### config.mk
export PLATFORM = sky130hd
export DESIGN_NAME = ram_arbiter
export DESIGN_NICKNAME = d
export VERILOG_FILES = /design/src/rtl/ram_arbiter.sv
export SDC_FILE = /design/constraint.sdc
export NUM_CORES = 1
export LEC_CHECK = 0
export ABC_AREA = 1
export CORE_MARGIN = 3
export CORE_UTILIZATION = 37
export CTS_CLUSTER_SIZE = 30
export DETAILED_ROUTE_END_ITERATION = 10
export GPL_ROUTABILITY_DRIVEN = 0
export PLACE_DENSITY = 0.93
export SLEW_MARGIN = 20
export SYNTH_ARGS = -nofsm -noshare
export SYNTH_HDL_FRONTEND = slang
export SYNTH_SLANG_ARGS = --single-unit
### constraint.sdc
create_clock -name clk -period 1.9 [get_ports clk]
set_input_delay 0.285 -clock clk [delete_from_list [all_inputs] [get_ports clk]]
set_output_delay 0.285 -clock clk [all_outputs]
set_load 0.01 [all_outputs]
### src/rtl/ram_arbiter.sv
// ram_arbiter: shares one single-port synchronous-read RAM between port A (CPU) and port B (DMA/video).
// Latency: zero cycles from request to RAM issue (grant is combinational); read data returns one cycle after the grant.
// Backpressure: a requester holds its request until X_gnt; round-robin arbitration with a bounded lock for bursts.
`timescale 1ns/1ps
module ram_arbiter #(
  parameter int ADDR_W   = 13,
  parameter int DATA_W   = 8,
  parameter int LOCK_MAX = 16
) (
  input  logic              clk,
  input  logic              rst_n,
  input  logic              a_req,
  input  logic              a_write,
  input  logic              a_lock,
  input  logic [ADDR_W-1:0] a_addr,
  input  logic [DATA_W-1:0] a_wdata,
  output logic              a_gnt,
  output logic              a_rvalid,
  output logic [DATA_W-1:0] a_rdata,
  input  logic              b_req,
  input  logic              b_write,
  input  logic              b_lock,
  input  logic [ADDR_W-1:0] b_addr,
  input  logic [DATA_W-1:0] b_wdata,
  output logic              b_gnt,
  output logic              b_rvalid,
  output logic [DATA_W-1:0] b_rdata,
  output logic [ADDR_W-1:0] ram_addr,
  output logic              ram_write,
  output logic [DATA_W-1:0] ram_d_in,
  input  logic [DATA_W-1:0] ram_d_out
);

  typedef enum logic [1:0] {
    UNLOCKED = 2'd0,
    LOCKED_A = 2'd1,
    LOCKED_B = 2'd2
  } lock_state_e;

  localparam logic       PORT_A     = 1'b0;
  localparam logic       PORT_B     = 1'b1;
  localparam logic [7:0] LOCK_MAX_C = 8'(LOCK_MAX);

  lock_state_e state_q, state_d;
  logic [7:0]  cnt_q, cnt_d;
  logic        last_q, last_d;
  logic        rsp_valid_q, rsp_valid_d;
  logic        rsp_port_q, rsp_port_d;
  logic        keep_lock;
  logic [7:0]  cnt_entry;

  // Grant decision: an active lock wins, else a lone requester, else the port not granted last.
  // Grants are held low while reset is asserted.
  always_comb begin
    a_gnt = 1'b0;
    b_gnt = 1'b0;
    if (rst_n) begin
      if (state_q == LOCKED_A && a_req) begin
        a_gnt = 1'b1;
      end else if (state_q == LOCKED_B && b_req) begin
        b_gnt = 1'b1;
      end else if (a_req && b_req) begin
        if (last_q == PORT_B) a_gnt = 1'b1;
        else                  b_gnt = 1'b1;
      end else if (a_req) begin
        a_gnt = 1'b1;
      end else if (b_req) begin
        b_gnt = 1'b1;
      end
    end
  end

  // RAM drive follows the granted port; port A fields are the idle default, and only a granted write writes.
  always_comb begin
    ram_addr  = a_addr;
    ram_d_in  = a_wdata;
    ram_write = 1'b0;
    if (b_gnt) begin
      ram_addr  = b_addr;
      ram_d_in  = b_wdata;
      ram_write = b_write;
    end else if (a_gnt) begin
      ram_write = a_write;
    end
  end

  // Lock FSM next state and bound counter. The counter tracks contested grants to the lock owner,
  // including the grant that forms the lock, so the owner gets at most LOCK_MAX grants in a row
  // while the other port waits. When the other port is idle the counter holds and the lock is unbounded.
  always_comb begin
    state_d   = state_q;
    cnt_d     = cnt_q;
    keep_lock = 1'b0;
    cnt_entry = 8'd0;
    if (state_q == LOCKED_A && a_gnt && a_lock) begin
      keep_lock = 1'b1;
      if (b_req && cnt_q != 8'hFF) cnt_d = cnt_q + 8'd1;
      if (cnt_d >= LOCK_MAX_C) keep_lock = 1'b0;
    end else if (state_q == LOCKED_B && b_gnt && b_lock) begin
      keep_lock = 1'b1;
      if (a_req && cnt_q != 8'hFF) cnt_d = cnt_q + 8'd1;
      if (cnt_d >= LOCK_MAX_C) keep_lock = 1'b0;
    end
    if (!keep_lock) begin
      state_d = UNLOCKED;
      // A port that just lost its lock may not re-form it in the same cycle.
      if (a_gnt && a_lock && state_q != LOCKED_A) begin
        cnt_entry = b_req ? 8'd1 : 8'd0;
        if (cnt_entry < LOCK_MAX_C) begin
          state_d = LOCKED_A;
          cnt_d   = cnt_entry;
        end
      end else if (b_gnt && b_lock && state_q != LOCKED_B) begin
        cnt_entry = a_req ? 8'd1 : 8'd0;
        if (cnt_entry < LOCK_MAX_C) begin
          state_d = LOCKED_B;
          cnt_d   = cnt_entry;
        end
      end
    end
  end

  // Round-robin pointer and read response tag for the next cycle's returning data.
  always_comb begin
    last_d      = last_q;
    rsp_valid_d = (a_gnt && !a_write) || (b_gnt && !b_write);
    rsp_port_d  = b_gnt ? PORT_B : PORT_A;
    if (a_gnt) last_d = PORT_A;
    if (b_gnt) last_d = PORT_B;
  end

  // Arbiter state registers; last resets to B so A wins the first contention.
  always_ff @(posedge clk or negedge rst_n) begin
    if (!rst_n) begin
      state_q     <= UNLOCKED;
      cnt_q       <= 8'd0;
      last_q      <= PORT_B;
      rsp_valid_q <= 1'b0;
      rsp_port_q  <= PORT_A;
    end else begin
      state_q     <= state_d;
      cnt_q       <= cnt_d;
      last_q      <= last_d;
      rsp_valid_q <= rsp_valid_d;
      rsp_port_q  <= rsp_port_d;
    end
  end

  assign a_rvalid = rsp_valid_q && (rsp_port_q == PORT_A);
  assign b_rvalid = rsp_valid_q && (rsp_port_q == PORT_B);
  assign a_rdata  = ram_d_out;
  assign b_rdata  = ram_d_out;

endmodule
### After elaboration in Yosys (flattened, before gate mapping)

Index checks and enable logic that the tools add are counted.

* muxes and demuxes: 42
* equal/unequal tests: 5
* reductions and logical operators: 21
* bitwise operators: 1
* $add $sub $neg: 1
* magnitude comparators: 4

Operator list (count)
* $mux 8: 13
* $mux 1: 25
* $logic_and 1x1->1: 17
* $ge 8x5->1 const B: 2
* $mux 13: 1
* $lt 1x5->1 const B: 2
* $add 8x1->8 const B: 1
* $ne 8x8->1 const B: 1
* $mux 2: 3
* $eq 2x1->1 const B: 1
* $eq 2x2->1 const B: 1
* $logic_not 1->1: 2
* $ne 2x1->1 const B: 1
* $ne 2x2->1 const B: 1
* $reduce_bool 2->1: 1
* $logic_or 1x1->1: 1
* $not 1->1: 1

* input port bits: 58
* bits in registers: 13
* output and inout port bits: 42
* logic and storage cells: 79

### Depth between registers and ports, before layout

Gate-level depths: netlist (run 1).

* depth after elaboration: 16
* mapped depth: 13
* depth with buffers taken out: 13

### Least setup slack after synthesis (run 1)

OpenSTA, ideal clock, no wires.

* path type: register -> register
* from: reg cnt_q[0]
* to: reg cnt_q[7]
* setup time: 121 ps
* stages on the path, launching flop included: 10
* path buffers: 0
* period minus slack after synthesis: 1572 ps
* required time: 1779 ps
* setup slack: 328 ps
* data arrival time: 1451 ps
* path through: dfrtp_1 -> ha_1 -> nand2_2 -> nor2_4 -> a21boi_1 -> nand2_1 -> nand2_1 -> nand3_1 -> nand2_1 -> nor2_1

* longest elaborated chain between the ends: 11
* elaborated cells on any way between the ends: 22
* those cells by class: add/sub (1); order compare (2); eq/ne (1); mux (16); reduce/logical (2)

RTL lines
* start: declaration: line 45 `logic [7:0] cnt_q, cnt_d;`
* start signal: assignment: line 142 `cnt_q <= cnt_d;`
* branches (longest 10 deep; another with $add 8x1->8)
* $mux 8 (*): line 104 `if (!keep_lock) begin`
* via cnt_d[7]: line 45

Mark *: on every way through the listed nets, which the timed path passes. The select of a mux whose other input is x is not followed.
A chain may end at the register's enable or synchronous reset.

### Final worst setup path (run 1)

* from: reg state_q[0]
* to: reg cnt_q[0]

* longest elaborated chain between the ends: 13
* elaborated cells on any way between the ends: 29
* those cells by class: eq/ne (4); mux (15); reduce/logical (10)

RTL lines
* start: declaration: line 44 `lock_state_e state_q, state_d;`
* start signal: assignment: line 141 `state_q <= state_d;`
* $eq 2x2->1: line 60, 99
* $logic_and 1x1->1: line 60 `end else if (state_q == LOCKED_B && b_req) begin`
* $mux 1: line 60
* $mux 1: line 58 `if (state_q == LOCKED_A && a_req) begin`
* $mux 1: line 57 `if (rst_n) begin`
* $logic_and 1x1->1 (2 in series): line 99 `end else if (state_q == LOCKED_B && b_gnt && b_lock) begin`
* $mux 8: line 99
* $mux 8: line 95 `if (state_q == LOCKED_A && a_gnt && a_lock) begin`
* $mux 8: line 115 `if (cnt_entry < LOCK_MAX_C) begin`
* $mux 8: line 113 `end else if (b_gnt && b_lock && state_q != LOCKED_B) begin`
* $mux 8: line 107 `if (a_gnt && a_lock && state_q != LOCKED_A) begin`
* $mux 8 (*): line 104
* via cnt_d[0]: line 45

The timed path passes the listed nets; every way through them passes the cells marked *.

==> run_results.csv, run 1 <==
group,metric,value,unit
worst_setup_path,crit_type,"reg -> reg",
clock_network,cts_tree,"built",
global_route,grt_overflow,0,
sta,rsz0062_at_grt,"true",
sta,skew,0.000231,ns
detailed_routing,remaining_drc_errors,0,
sta,drv_slew,0,
sta,hold_violations,0,
power,power.density,442,nW/µm²
sta,fin_ws,-0.0322,ns
global_route,grt.total_usage,0.221,
worst_setup_path,startpoint_type,"register",
layout,stdcell_count,406,
status,violations,"setup timing",
clock_network,ctsRootBufferMaster,"clkbuf_8",
yosys,avgSynthCellArea,5.76,µm²
clock_network,clock_sinks,13,
yosys,netlist-cell-type-count,30,
sta,setup_tns,-0.0426,ns
clock_network,clkSlewWorstSetupHoldPaths,0.06,ns
yosys,synth-seq-cells,13,
yosys,synth_nets,326,
layout,fillers,304,
worst_setup_path,reg2reg_to,"cnt_q[0]",
layout,layout.nets,418,
worst_setup_path,slowest_stage,"dfrtp_1",
placed_design,dp.cells,391,
yosys,ys_seq_area_frac,0.212,
detailed_routing,via_per_inst,5.26,
sta,max_freq,0.518,GHz
status,outcome,"finished, violations left",
yosys,syn-instance-count,267,
worst_setup_path,path_cells,"inv_2 > buf_4 > nor2_4 > nor2_4 > a21oi_4 > buf_4 > buf_4 > nand3_1 > nand2_2 > inv_1 > nand2_1 > nand2_1",
floorplanning,die_area,4970,µm²
yosys,ys_warn_count,0,
placed_design,place_ws,-0.496,ns
worst_setup_path,rr_startpoint,"state_q[0]",
yosys,synthesis.area,1540,µm²
yosys,synth-main-ff-cell,"dfrtp_1",
global_route,grt_pass1_vias,1993,
power,max-vdd-ir-drop,0.000468,V
worst_setup_path,reg2reg_slack,-0.03,ns
floorplanning,initial_core_util,0.402,
layout,drive_gt1_frac,0.257,
detailed_routing,first_pass_iters,5,
flow_run,drv_cap,0,
placed_design,io_buffers,75,
sta,tightestPinTransition,0.357,ns
sta,period_share,1.02,
global_route,antenna_found_initial,0,
worst_setup_path,critical-path-max-stage-delay,0.43,ns
sta,period_needed,1.93,ns
sta,finalSetupViolCount,2,
global_route,grt_pass1_wl,9000,µm
clock_network,cts_buffer_depth,2,
floorplanning,die_x,70.5,µm
detailed_routing,routed_wl,6110,µm
worst_setup_path,cp.required,2.03,ns
clock_network,numCtsBuffers,3,
detailed_routing,wl_per_cell,15.1,µm
layout,antenna_cells,0,
detailed_routing,antenna_left,0,
worst_setup_path,r2r_cells,12,
clock_network,h-tree-depth,1,
worst_setup_path,cp_common_cell,"buf_4",
worst_setup_path,endpoint_kind,"register",
detailed_routing,num_vias,2134,
yosys,async_flop_share,1.00,
clock_network,clock_latency,0.24,ns
worst_setup_path,critical_path_peak_fanout,8,
floorplanning,die_y,70.5,µm
sta,slew_headroom,0.761,
floorplanning,io_pins,100,
worst_setup_path,cp_data_arrival_time,2.06,ns
yosys,synth-edff-count,0,
global_route,grt_max_degree,14,
placed_design,place_hpwl,4460,µm
layout,syn2layout_area_growth,62.2,%
detailed_routing,drtIter0Drc,237,
hold_path,hp-class,"in -> async",
floorplanning,rows,22,
power,p_leak,1.29,nW
floorplanning,core,3830,µm²
## metrics by stage
stage	hold WS [ns]	instance area, µm²	power (mW)	util
final	0.194	2490	1.10	0.652
after global routing	0.204	2490	1.16	0.652
after CTS	0.170	2420	1.06	0.632
after detailed placement	0.490	2390	0.838	0.626
after global placement	0.480	2390	0.821	0.626
after floorplan	-0.0106	1540	0.570	-
## critical path: cells and delay by family (launching register included)
family / cells / cell delay [ns]
flip-flops: 1 / 0.43
buffers and inverters: 5 / 0.56
AO/OA/AOI/OAI: 1 / 0.17
AND/OR/NAND/NOR: 6 / 0.64
## kinds of logic (layout without fill, tap and decap cells)
logic type               Yosys count  count (layout)  synth area share
AO/OA/AOI/OAI                     19              19            0.0797
XOR/XNOR                           2               2            0.0114
adder cells (fa/ha/maj)            1               1           0.00814
buffers and inverters             45             136             0.155
flip-flops                        13              13             0.212
AND/OR/NAND/NOR                  187             187             0.534
## timing repair
item | CTS | global route
hold buffers | 0 | 0
endpoints found under the setup margin | 24 | 24
pin swaps | 1 | 6
setup buffers | 5 | 5
gates cloned | 0 | 1
gates resized for setup | 92 | 24
## where the power goes
group,switching (mW),internal [mW],total (mW)
Clock,0.103,0.148,0.251
Sequential,0.0237,0.303,0.327
Combinational,0.259,0.266,0.525
## cells in the final DEF, fill, tap and decap left out, types with 2 or more instances in the layout
master | synthesis | layout
nand2_2 | 5 | 8
clkdlybuf4s50_1 | 0 | 48
nand4_1 | 3 | 3
xor2_1 | 2 | 2
a21oi_1 | 5 | 5
inv_2 | 2 | 3
dfrtp_1 | 12 | 11
nor2_1 | 16 | 16
nand3b_1 | 2 | 2
clkbuf_8 | 0 | 3
dlygate4sd2_1 | 0 | 3
inv_1 | 21 | 19
nor2_4 | 4 | 5
nand2_1 | 128 | 123
o21ai_0 | 5 | 5
buf_4 | 16 | 27
nand2_4 | 1 | 3
nand3_1 | 21 | 19
buf_12 | 0 | 2
buf_6 | 0 | 4
buf_2 | 5 | 21
nand3_2 | 2 | 3
inv_4 | 1 | 2
o21ai_1 | 2 | 2
o211ai_1 | 2 | 2
## cell usage after synthesis, types with 2 or more instances
cell | count | area, µm²
o21ai_0 | 5 | 25.0
nand3_2 | 2 | 20.0
a21oi_1 | 5 | 25.0
nor2_2 | 2 | 12.5
nand2_1 | 128 | 480
dfrtp_1 | 12 | 300
xor2_1 | 2 | 17.5
o211ai_1 | 2 | 15.0
nor2_4 | 4 | 45.0
nor2_1 | 16 | 60.1
nand2_2 | 5 | 31.3
inv_2 | 2 | 7.51
nand3_1 | 21 | 105
nand3b_1 | 2 | 15.0
inv_1 | 21 | 78.8
buf_4 | 16 | 120
o21ai_1 | 2 | 10.0
buf_2 | 5 | 25.0
o21ai_2 | 2 | 17.5
nand4_1 | 3 | 18.8
## how the worst max path moves through the flow
stage          slack, ns      endpoint  cells past startpoint        from
2_1_floorplan       0.33      cnt_q[7]                      9    cnt_q[0]
3_3_place_gp       -0.43   ram_d_in[1]                      9       a_req
3_5_place_dp       -0.50   ram_d_in[5]                      9       a_req
4_1_cts           0.0004  ram_addr[12]                      9  state_q[0]
5_1_grt            -0.09      cnt_q[0]                     12  state_q[0]
6_report           -0.03      cnt_q[0]                     12  state_q[0]
## area by class of cell
class | instances | area (µm²) | area share
clock buffer | 4 | 45.0 | 0.0181
inverter | 24 | 95.1 | 0.0381
multi-input combinational | 209 | 1030 | 0.411
sequential | 13 | 328 | 0.131
tap | 48 | 60.1 | 0.0241
timing repair buffer | 108 | 940 | 0.377
## flip-flops by register name (all words and copies together) (netlist names)
register	cells
last_q	1
rsp_valid_q	1
rsp_port_q	1
state_q	2
cnt_q	8
## per-layer routing
| layer | GRT usage | vias to the layer above | routed length (µm) |
|---|---|---|---|
| met5 | 0 | - | 0 |
| met4 | 0.0979 | 0 | 281 |
| met3 | 0.0388 | 40 | 466 |
| met2 | 0.397 | 147 | 3210 |
| met1 | 0.251 | 942 | 2160 |
| li1 | - | 1005 | - |
Note: power is estimated with default switching activity, not from simulation.
==> run 2, diff against run 1 <==
==> constraint.sdc (replaced) <==
create_clock -name clk -period 1.9 [get_ports clk]
set_input_delay 0.285 -clock clk [delete_from_list [all_inputs] [get_ports clk]]
set_output_delay 0.285 -clock clk [all_outputs]
set_load 0.02 [all_outputs]
==> run_results.csv, run 2 (same netlist as run 1, synthesis figures left out) <==
group,metric,value,unit
status,outcome,"complete, no violations",
global_route,grt_overflow,0,
sta,drv_slew,0,
layout,top_register,"cnt_q",
detailed_routing,antenna_left,0,
layout,largest_reg_flops,8,
power,power,1.12,mW
global_route,grt_pass1_wl,8640,µm
detailed_routing,drtIter0Drc,144,
detailed_routing,num_vias,1992,
global_route,grt_pass1_vias,1938,
clock_network,hold_buffers,0,
worst_setup_path,rr_startpoint,"state_q[0]",
worst_setup_path,cp_data_arrival_time,1.58,ns
layout,final_common_cell,"nand2_1",
sta,max_freq,0.536,GHz
placed_design,dp.cells,394,
worst_setup_path,cp.required,1.62,ns
power,internal_power,708,µW
global_route,antenna_found_initial,0,
clock_network,cts_buffer_depth,2,
layout,antenna_cells,0,
worst_setup_path,reg2reg_to,"cnt_q[0]",
clock_network,cts_tree,"built",
sta,skew,0.000659,ns
detailed_routing,via_per_inst,4.98,
flow_run,drv_cap,0,
power,max-vdd-ir-drop,0.000381,V
layout,layout.nets,412,
floorplanning,core,3830,µm²
clock_network,h-tree-depth,1,
worst_setup_path,cp_common_cell,"inv_2",
layout,final_cell_mix,"nand2_1 (127), clkdlybuf4s50_1 (48), buf_4 (30)",
detailed_routing,wl_per_cell,13.7,µm
clock_network,clock_latency,0.25,ns
worst_setup_path,crit_type,"reg -> out",
sta,fin_ws,0.0354,ns
power,power.switching,410,µW
clock_network,clock_sinks,13,
layout,syn2layout_area_growth,57.3,%
placed_design,place_hpwl,4440,µm
floorplanning,die_area,4970,µm²
layout,drive_gt1_frac,0.233,
worst_setup_path,critical_path_peak_fanout,13,
power,netSwitchingFraction,0.367,
worst_setup_path,slowest_stage,"dfrtp_1",
layout,fillers,339,
sta,period_share,0.981,
detailed_routing,remaining_drc_errors,0,
clock_network,ctsRootBufferMaster,"clkbuf_8",
power,seq_power_share,0.292,
floorplanning,initial_core_util,0.402,
sta,period_needed,1.86,ns
sta,tightestPinTransition,0.375,ns
global_route,grt.total_usage,0.213,
worst_setup_path,startpoint_type,"register",
worst_setup_path,r2r_cells,11,
floorplanning,die_y,70.5,µm
detailed_routing,first_pass_iters,4,
worst_setup_path,critical-path-max-stage-delay,0.43,ns
power,p_leak,1.26,nW
clock_network,clkSlewWorstSetupHoldPaths,0.06,ns
sta,finalSetupViolCount,0,
floorplanning,rows,22,
clock_network,numCtsBuffers,3,
global_route,grt_max_degree,14,
detailed_routing,routed_wl,5490,µm
hold_path,hp-class,"in -> async",
layout,largestRegisters,"cnt_q (8), state_q (2)",
sta,hold_violations,0,
worst_setup_path,path_cells,"inv_2 > nand3_2 > nand3_2 > inv_2 > o21ai_4 > inv_2 > buf_12 > nand2_1 > nand2_1 > buf_2",
worst_setup_path,endpoint_kind,"output port",
placed_design,place_ws,-0.525,ns
worst_setup_path,reg2reg_slack,0.15,ns
power,p_clk_frac,0.230,
placed_design,io_buffers,75,
floorplanning,die_x,70.5,µm
layout,stdcell_count,400,
power,power.density,462,nW/µm²
power,comb_power_share,0.478,
sta,slew_headroom,0.749,
floorplanning,io_pins,100,
[run 2: cell types whose count changed in the layout (fill, tap and decap cells not counted), sizes merged]
cell           change
clkbuf             -1
buf                -4
clkdlybuf4s15      -1
[run 2: cell type report]
type	count	area, µm²	area share
clock buffers	4	45.0	0.0186
flip-flops and latches	13	327	0.135
well taps	48	60.1	0.0248
multi-input cells	209	1010	0.417
inverters	24	92.6	0.0383
repair buffers	102	886	0.366
[run 2: worst max path at each step]
stage,startpoint,to,slack [ns],cells after the start
after floorplan,last_q,ram_addr[0],0.29,6
after global placement,a_req,ram_d_in[1],-0.51,9
after detailed placement,a_req,ram_addr[6],-0.52,9
after CTS,state_q[0],ram_d_in[1],-0.02,8
after global routing,state_q[1],ram_addr[4],-0.03,10
final,state_q[1],ram_addr[7],0.04,10
[run 2: power groups by stage]
stage | registers [mW] | clock network (mW) | logic, mW
final | 0.327 | 0.257 | 0.534
after CTS | 0.323 | 0.261 | 0.533
after floorplan | 0.326 | 0 | 0.295
after global placement | 0.326 | 0 | 0.535
after detailed placement | 0.328 | 0 | 0.551
after global routing | 0.329 | 0.269 | 0.582
[run 2: critical path, delay by kind of cell, from the launching register on]
| kind | cells | cell delay [ns] |
|---|---|---|
| AND/OR/NAND/NOR | 4 | 0.28 |
| AO/OA/AOI/OAI | 1 | 0.07 |
| flip-flops | 1 | 0.43 |
| buffers and inverters | 5 | 0.54 |
[run 2: through the flow]
step	cell area [µm²]	utilization	TNS [ns]	hold WS, ns
2_1_floorplan	1540	-	0	-0.0106
3_3_place_gp	2420	0.631	-12.08	0.491
3_5_place_dp	2420	0.631	-12.34	0.520
4_1_cts	2450	0.641	-0.134	0.140
5_1_grt	2420	0.632	-0.393	0.174
6_report	2420	0.632	0	0.171
[run 2: repair_timing]
action	4_1_cts	5_1_grt
endpoints found under the setup margin	24	24
pin swaps	0	2
resized for setup	82	36
setup buffers	0	2
[run 2: per-layer routing]
| layer | vias up | wire, µm | global-route usage | part of all wire |
|---|---|---|---|---|
| met1 | 903 | 2020 | 0.238 | 0.37 |
| met5 | - | 0 | 0 | 0 |
| met4 | 0 | 196 | 0.0872 | 0.036 |
| li1 | 990 | - | - | - |
| met2 | 78 | 2990 | 0.393 | 0.55 |
| met3 | 21 | 278 | 0.0374 | 0.051 |
